$ cat src/rtl/keynsham_timer.sv
// Down-counting bus timer with one-shot/periodic modes, sticky expiry flag and level irq.
// Optional prescaler (PRESCALE register at offset 4) enabled by defining KEYNSHAM_TIMER_PRESCALER_EN.
module keynsham_timer #(
    parameter int CNT_WIDTH = 32
) (
    input  logic        clk,
    input  logic        rst,
    input  logic        bus_access,
    input  logic        bus_cs,
    input  logic [29:0] bus_addr,
    input  logic [31:0] bus_wr_val,
    input  logic        bus_wr_en,
    input  logic [3:0]  bus_bytesel,
    output logic        bus_ack,
    output logic        bus_error,
    output logic [31:0] bus_data,
    output logic        irq
);

    typedef enum logic [2:0] {
        REG_COUNT    = 3'd0,
        REG_RELOAD   = 3'd1,
        REG_CTRL     = 3'd2,
        REG_STATUS   = 3'd3,
        REG_PRESCALE = 3'd4
    } reg_offset_e;

    logic [CNT_WIDTH-1:0] count;
    logic [CNT_WIDTH-1:0] reload;
    logic                 ctrl_enable;
    logic                 ctrl_periodic;
    logic                 ctrl_irq_en;
    logic                 expired;

    logic        access;
    logic [2:0]  offset;
    logic        offset_ok;
    logic        wr;
    logic        wr_count;
    logic        wr_reload;
    logic        wr_ctrl;
    logic        wr_status;
    logic        tick;
    logic        expire;
    logic        enable_rise;
    logic [2:0]  ctrl_next;
    logic [31:0] count_ext;
    logic [31:0] reload_ext;
    logic [31:0] count_merged;
    logic [31:0] reload_merged;
    logic [31:0] rd_data;
    logic        unused_bits;

    function automatic logic [31:0] merge_bytes(input logic [31:0] old_val,
                                                input logic [31:0] new_val,
                                                input logic [3:0]  sel);
        logic [31:0] res;
        res = old_val;
        for (int i = 0; i < 4; i++) begin
            if (sel[i]) res[i*8 +: 8] = new_val[i*8 +: 8];
        end
        return res;
    endfunction

    assign access    = bus_access & bus_cs;
    assign offset    = bus_addr[2:0];
    assign wr        = access & bus_wr_en & offset_ok;
    assign wr_count  = wr && (offset == REG_COUNT);
    assign wr_reload = wr && (offset == REG_RELOAD);
    assign wr_ctrl   = wr && (offset == REG_CTRL);
    assign wr_status = wr && (offset == REG_STATUS);

    always_comb begin
        count_ext  = '0;
        reload_ext = '0;
        count_ext[CNT_WIDTH-1:0]  = count;
        reload_ext[CNT_WIDTH-1:0] = reload;
    end

    assign count_merged  = merge_bytes(count_ext, bus_wr_val, bus_bytesel);
    assign reload_merged = merge_bytes(reload_ext, bus_wr_val, bus_bytesel);
    assign ctrl_next     = bus_bytesel[0] ? bus_wr_val[2:0]
                                          : {ctrl_irq_en, ctrl_periodic, ctrl_enable};
    assign enable_rise   = wr_ctrl && ctrl_next[0] && !ctrl_enable;
    assign expire        = tick && (count == '0);
    assign irq           = expired & ctrl_irq_en;
    assign unused_bits   = ^{bus_addr[29:3], count_merged, reload_merged};

`ifdef KEYNSHAM_TIMER_PRESCALER_EN
    logic [15:0] prescale;
    logic [15:0] divider;
    logic        wr_prescale;

    assign offset_ok   = (offset <= REG_PRESCALE);
    assign wr_prescale = wr && (offset == REG_PRESCALE);
    assign tick        = ctrl_enable && (divider == prescale);

    // Divider restarts on enable and on PRESCALE write so the first tick is a full period away.
    always_ff @(posedge clk or posedge rst) begin
        if (rst) begin
            prescale <= '0;
            divider  <= '0;
        end else begin
            if (wr_prescale) begin
                prescale <= {bus_bytesel[1] ? bus_wr_val[15:8] : prescale[15:8],
                             bus_bytesel[0] ? bus_wr_val[7:0]  : prescale[7:0]};
            end
            if (enable_rise || wr_prescale) begin
                divider <= '0;
            end else if (ctrl_enable) begin
                divider <= (divider == prescale) ? 16'd0 : divider + 16'd1;
            end
        end
    end
`else
    assign offset_ok = (offset <= REG_STATUS);
    assign tick      = ctrl_enable;
`endif

    always_comb begin
        rd_data = '0;
        case (offset)
            REG_COUNT:    rd_data = count_ext;
            REG_RELOAD:   rd_data = reload_ext;
            REG_CTRL:     rd_data = {29'd0, ctrl_irq_en, ctrl_periodic, ctrl_enable};
            REG_STATUS:   rd_data = {31'd0, expired};
`ifdef KEYNSHAM_TIMER_PRESCALER_EN
            REG_PRESCALE: rd_data = {16'd0, prescale};
`endif
            default:      rd_data = '0;
        endcase
    end

    // Software writes win over hardware updates, except expiry which beats a W1C clear.
    always_ff @(posedge clk or posedge rst) begin
        if (rst) begin
            count         <= '0;
            reload        <= '0;
            ctrl_enable   <= 1'b0;
            ctrl_periodic <= 1'b0;
            ctrl_irq_en   <= 1'b0;
            expired       <= 1'b0;
        end else begin
            if (enable_rise) begin
                count <= reload;
            end else if (wr_count) begin
                count <= count_merged[CNT_WIDTH-1:0];
            end else if (tick) begin
                if (count != '0)        count <= count - CNT_WIDTH'(1);
                else if (ctrl_periodic) count <= reload;
            end

            if (wr_reload) reload <= reload_merged[CNT_WIDTH-1:0];

            if (wr_ctrl) begin
                {ctrl_irq_en, ctrl_periodic, ctrl_enable} <= ctrl_next;
            end else if (expire && !ctrl_periodic) begin
                ctrl_enable <= 1'b0;
            end

            if (expire) begin
                expired <= 1'b1;
            end else if (wr_status && bus_bytesel[0] && bus_wr_val[0]) begin
                expired <= 1'b0;
            end
        end
    end

    always_ff @(posedge clk or posedge rst) begin
        if (rst) begin
            bus_ack   <= 1'b0;
            bus_error <= 1'b0;
            bus_data  <= '0;
        end else begin
            bus_ack   <= access;
            bus_error <= access & ~offset_ok;
            bus_data  <= (access && !bus_wr_en && offset_ok) ? rd_data : 32'd0;
        end
    end

endmodule
$ cat config.mk
export PLATFORM = sky130hd
export DESIGN_NAME = keynsham_timer
export DESIGN_NICKNAME = d
export VERILOG_FILES = /design/src/rtl/keynsham_timer.sv
export SDC_FILE = /design/constraint.sdc
export NUM_CORES = 1
export LEC_CHECK = 0
export BUFFER_PORTS_ARGS = -buffer_cell sky130_fd_sc_hd__buf_2
export CORE_MARGIN = 2
export CORE_UTILIZATION = 50
export CTS_CLUSTER_SIZE = 25
export DETAILED_ROUTE_END_ITERATION = 12
export PLACE_DENSITY = 0.72
export SYNTH_ARGS = -nofsm -noshare
export SYNTH_HDL_FRONTEND = slang
export SYNTH_SLANG_ARGS = --single-unit
$ cat constraint.sdc
create_clock -name clk -period 7.04 [get_ports clk]
set_clock_uncertainty 0.05 [all_clocks]
set_input_delay 0.704 -clock clk [delete_from_list [all_inputs] [get_ports clk]]
set_output_delay 0.704 -clock clk [all_outputs]
set_load 0.005 [all_outputs]
# ---- After elaboration in Yosys (flattened, before gate mapping)
# Cells that the tools add are included.
dict set report op_classes {
  n_bitwise 6
  reduce_logical 31
  mux 16
  eq_ne 7
  order_cmp 1
  add_sub_neg 1
}
# cell n
set op_table {}
lappend op_table {{$mux W32} 6}
lappend op_table {{$pmux W32 S4} 1}
lappend op_table {{$logic_not A32 Y1} 1}
lappend op_table {{$mux W8} 4}
lappend op_table {{$reduce_bool A32 Y1} 1}
lappend op_table {{$sub A32 B1 Y32 const B} 1}
lappend op_table {{$logic_and A1 B1 Y1} 12}
lappend op_table {{$ne A3 B2 Y1 const B} 4}
lappend op_table {{$reduce_and A3 Y1} 4}
lappend op_table {{$reduce_and A2 Y1} 5}
lappend op_table {{$eq A3 B2 Y1 const B} 2}
lappend op_table {{$and A1 B1 Y1} 5}
lappend op_table {{$mux W1} 5}
lappend op_table {{$reduce_bool A2 Y1} 2}
lappend op_table {{$reduce_bool A4 Y1} 1}
lappend op_table {{$eq A3 B1 Y1 const B} 1}
lappend op_table {{$le A3 B2 Y1 const B} 1}
lappend op_table {{$logic_not A1 Y1} 3}
lappend op_table {{$logic_not A3 Y1} 1}
lappend op_table {{$reduce_bool A3 Y1} 1}
lappend op_table {{$not A1 Y1} 1}
dict set report totals {
  word_cells 77
  out_inout_bits 35
  input_bits 71
  reg_bits 102
}

# ---- Depth between registers and ports, before layout
dict set report logic_depth {
  ltp_word 8
  mapped_depth 9
  depth_no_buf 8
}

# ---- Least setup slack after synthesis
# OpenSTA, ideal clock, no wires.
dict set report synth_timing {
  kind {in2reg}
  startpoint {input port bus_addr[1]}
  endpoint {register count[16]}
  path_buffers 2
  setup_time_ns 0.121
  cell_stages 8
  setup_slack_ns 4.390
  t_arrival_ns 2.479
  path_cell_list {clkbuf_1 > or3_2 > o21ai_0 > a41oi_4 > a211oi_1 > buf_2 > a21oi_1 > o22a_1}
}
dict set report synth_between {
  elab_chain_len 7
  word_cells_on_any_way 14
  classes_between {1 x order compare; 2 x eq/ne; 2 x mux; 1 x bitwise; 8 x reduce/logical}
}
# item line_no
set synth_lines {}
lappend synth_lines {{from (decl)} 10} ;# input logic [29:0] bus_addr,
lappend synth_lines {{$le A3 B2 Y1} 116} ;# assign offset_ok = (offset <= REG_STATUS);
lappend synth_lines {{$and A1 B1 Y1} 67} ;# assign wr = access & bus_wr_en & offset_ok;
lappend synth_lines {{$logic_and A1 B1 Y1} 70} ;# assign wr_ctrl = wr && (offset == REG_CTRL);
lappend synth_lines {{$logic_and A1 B1 Y1 (2 in series)} 84} ;# assign enable_rise = wr_ctrl && ctrl_next[0] && !ctrl_enable;
lappend synth_lines {{$ne A3 B2 Y1 (no source line) (tied with other cells)} n/a}
lappend synth_lines {{$reduce_and A3 Y1 (no source line)} n/a}
lappend synth_lines {{to (signal assigned)} 145} ;# count <= reload;
lappend synth_lines {{to (signal assigned)} 147} ;# count <= count_merged[CNT_WIDTH-1:0];
lappend synth_lines {{to (signal assigned)} 149} ;# if (count != '0) count <= count - CNT_WIDTH'(1);
lappend synth_lines {{to (decl)} 28} ;# logic [CNT_WIDTH-1:0] count;
# Several ways; a longest one is shown, not always the timed one.
# A chain may end at the register's enable or synchronous reset.

# ---- Worst setup path after layout
dict set report layout_timing {
  startpoint {register count[0]}
  endpoint {register count[20]}
}
dict set report layout_between {
  elab_chain_len 5
  word_cells_on_any_way 8
  classes_between {1 x add/sub; 4 x mux; 3 x reduce/logical}
}
# item line_no
set layout_lines {}
lappend layout_lines {{$sub A32 B1 Y32 or $reduce_bool A32 Y1 (tied branches)} 149}
lappend layout_lines {{$mux W32} 149}
lappend layout_lines {{$mux W32} 148} ;# end else if (tick) begin
lappend layout_lines {{$mux W32} 146} ;# end else if (wr_count) begin
lappend layout_lines {{$mux W32} 144} ;# if (enable_rise) begin
# Several ways; a longest one is shown, not always the timed one. The select of a mux whose other input is x is not followed.

==> key figures <==
Power
  • Worst VDD drop: 0.1378 mV
  • Psw: 538.6 µW
  • Combinational share of power: a little under a quarter
  • Internal: 1.023 mW
  • Clk pwr share: 26.7%
  • Sequential Power Share: 49.2%
  • Pleak: 2.698 nW
  • Pwr Density: between 200 and 300 mW/mm²
  • Sw Ratio: 34.50%

Cells and area
  • Layout Cells excl Fill: 752
  • Post-layout nets: 684
  • Antenna cell count: 0
  • Seq. cell area: 0.002552 mm²
  • Footprint of the multi-input gates: roughly 0.0026 mm²
  • Area delta synth->final: 12.46%
  • Share of cells above drive strength 1: about a quarter
  • Fillcell total: 925

Route
  • Met3 WL post-DR: 1137 µm
  • Met1 Wirelength: between 6000 and 7000 µm
  • Via-to-Cell Ratio: about 6.3
  • DRT antenna net count: 0
  • Iteration-0 DRC count of the detailed router: 393
  • Met2 wire len: 6616 µm
  • Drt total wl: ~15000 µm
  • Residual DRC: 0
  • Avg WL per Cell: 19.34 µm
  • DRT Pass-1 Iters: 5
  • Via count: 4746
  • DR top layer: met4

Yosys
  • Simple-gate share of the synthesized area: 18.50%
  • Post-synthesis xor/xnor area fraction: 1.457%
  • Post-synth top cells: dfrtp_1 (102), nor2_1 (61), nand2_1 (40), a22oi_1 (33), mux2_2 (33)
  • Dominant synthesized flop cell: dfrtp_1
  • Syn_area_per_cell: 9.875 µm²
  • Area contributors post-synth: dfrtp_1 (47%), mux2_2 (6.9%), a22oi_1 (4.6%)
  • Sequential area share after synthesis: 47.17%
  • Post-synth EDFFs: 0
  • Syn nets: 621
  • Largest family of logic cells by synthesized area: compound AO/OA/AOI/OAI gates
  • Cells after Synth: 548
  • Mapped cell area: 0.005411 mm²
  • Most frequent cell after synthesis: dfrtp_1
  • Synth Area in Adders: 0.4624%
  • Count of state elements after synthesis: 102
  • Top-area cell type share of the netlist area: 47.17%
  • Leading area contributor after synthesis: dfrtp_1
  • FFs w/ async S/R, synth: 100.0%
  • Mux cell area share after synthesis: 7.630%
  • Synthesis Warnings: 0
  • Post-synth cell types: 63
  • Synth Area in Compound Gates: 20.49%

Worst hold path
  • Worst min-delay path class: primary input to asynchronous set/reset pin

Global routing
  • Grt ovf: 0
  • First-pass GRT wire length: between 20000 and 25000 µm
  • Gr usage total: 26.06%
  • Largest net degree at the start of global routing: between 50 and 60
  • Vias in the first global route: 4560
  • Initial antenna violation count: 0

STA
  • Final Critical Period: 3.045 ns
  • Max Clk Rate: 328.4 MHz
  • RSZ-0062 raised after global routing: false
  • Pins Over Slew Limit: 0
  • Max_slew headroom: about 20%
  • Worst slew pin tran: 1.196 ns
  • Final setup fails: 0
  • Final setup TNS: 0 ns
  • Fin crit share: 43.26%
  • Final Hold Fails: 0

Setup path
  • CP Max Fanout: 13
  • CP Cell Sequence: inv_1 -> ha_1 -> nor4b_1 -> and4_1 -> nand4_1 -> nand2_1 -> a222oi_1 -> o22ai_1
  • Crit Path Category: register to register
  • Crit path capture type: register
  • Startpoint Class: register
  • Required @ worst endpoint: 7.29 ns
  • CP arrival: 3.30 ns
  • Cell with the largest stage delay on the worst path: nand2_1
  • Max incr delay on CP: 0.65 ns

Clock network
  • Post-cts hold buffer count: 0
  • Clk buf depth: 2
  • Clock sink total: 102
  • Clock transition at the registers of the reported paths: 0.10 ns
  • Num CTS Buffers: 9
  • CTS tree: built
  • Root Buffer: clkbuf_8
  • Clk_lat worst skew: 0.39 ns
  • Post-CTS setup buffers: 0
  • Post-CTS Resized: 0
  • CTS H-Tree Depth: 3

Floorplan
  • Area of the core: 0.01042 mm²
  • Die width: 108.0 µm
  • Core Rows: 37
  • Initial Util: 51.95%
  • IO Count: 106
  • Die ar.: about 0.012 mm²
  • Chip height: about 110 µm

Place
  • Placed Instances: 736
  • Port bufs: approximately 80
  • Dpl hpwl: 9713 µm
  • Final GP Congestion: 0.9070

Flow run
  • Max-Cap Viols: 0

Outcome
  • Outcome: finished, final reports clean
## final cells by class
type | instances | area share [%]
timing repair buffer | 86 | 7.401
tap | 136 | 2.796
clock inverter | 7 | 1.604
sequential | 102 | 41.94
clock buffer | 9 | 2.035
inverter | 14 | 0.9046
multi-input combinational | 398 | 43.32
## per-layer routing
| metal | track usage, % | vias up |
|---|---|---|
| li1 | - | 2190 |
| met1 | 38.04 | 2312 |
| met2 | 38.99 | 222 |
| met3 | 4.521 | 22 |
| met4 | 9.707 | 0 |
| met5 | 0 | - |
## power by group through the flow
stage          Combinational, mW  Sequential [mW]  Clock, mW
2_1_floorplan              0.308            0.736          0
3_3_place_gp               0.358            0.773          0
3_5_place_dp               0.369            0.778          0
4_1_cts                    0.371            0.766      0.423
5_1_grt                    0.416            0.783      0.446
6_report                   0.375            0.769      0.417
## sequential cells by signal, indices dropped and copies added, names as in the netlist
signal and count:
bus_ack 1, bus_data 32, bus_error 1, count 32, ctrl_enable 1, ctrl_irq_en 1
ctrl_periodic 1, expired 1, reload 32
## cells in the final DEF (no fill, tap or decap), types with 5 or more instances in the layout
cell       count
o21ai_0       20
buf_2         78
o22a_1         7
buf_4          8
o221ai_1       7
nand2_1       40
nor3_1        17
nor4_1        12
mux2_2        33
o211ai_1       6
xnor2_1        6
a22oi_1       33
clkbuf_8       9
a21oi_1       28
a31oi_1       10
dfrtp_1      102
nand4_1        5
o2bb2ai_1      6
nand3_1       16
or3_1          8
and2_1         6
inv_1         13
o22ai_1        8
nor2_1        61
## worst max-delay path, delay by kind of cell (launching register included)
family	cells	cell delay (ns)
compound gates	2	0.37
buf+inv	1	0.13
simple gates	4	1.78
flops	1	0.45
fa+ha+maj	1	0.18
## stage by stage
stage	hold slack, ns	util, %	power [mW]	setup WS [ns]	instance area (µm²)
floorplan	0.4188	-	1.043	3.611	5411
global placement	0.4528	56.30	1.131	3.932	5864
detailed placement	0.4704	56.30	1.146	3.864	5864
CTS	0.3569	58.43	1.560	4.062	6086
global route	0.3761	58.43	1.646	3.756	6086
finish	0.3287	58.43	1.561	3.995	6086
## path summary, 6_finish.rpt
path | start | to | slack [ns] | depth (start not counted)
setup / recovery | count[0] | count[20] | 3.99 | 8
hold / removal | rst | bus_ack | 0.33 | 2
setup reg to reg | count[0] | count[20] | 3.99 | 8
hold reg to reg | ctrl_irq_en | ctrl_irq_en | 0.49 | 1
max in group asynchronous | rst | ctrl_irq_en | 5.46 | 3
min in group clk | ctrl_irq_en | ctrl_irq_en | 0.49 | 1
## cells by family after synthesis
kind of cell	Yosys count
AOI/OAI and AO/OA	154
adders and majority gates	2
DFF	102
and+or+nand+nor	196
buffers and inverters	48
muxes	37
xor gates and xnor gates	9
Power figures use the tool's default switching activity.
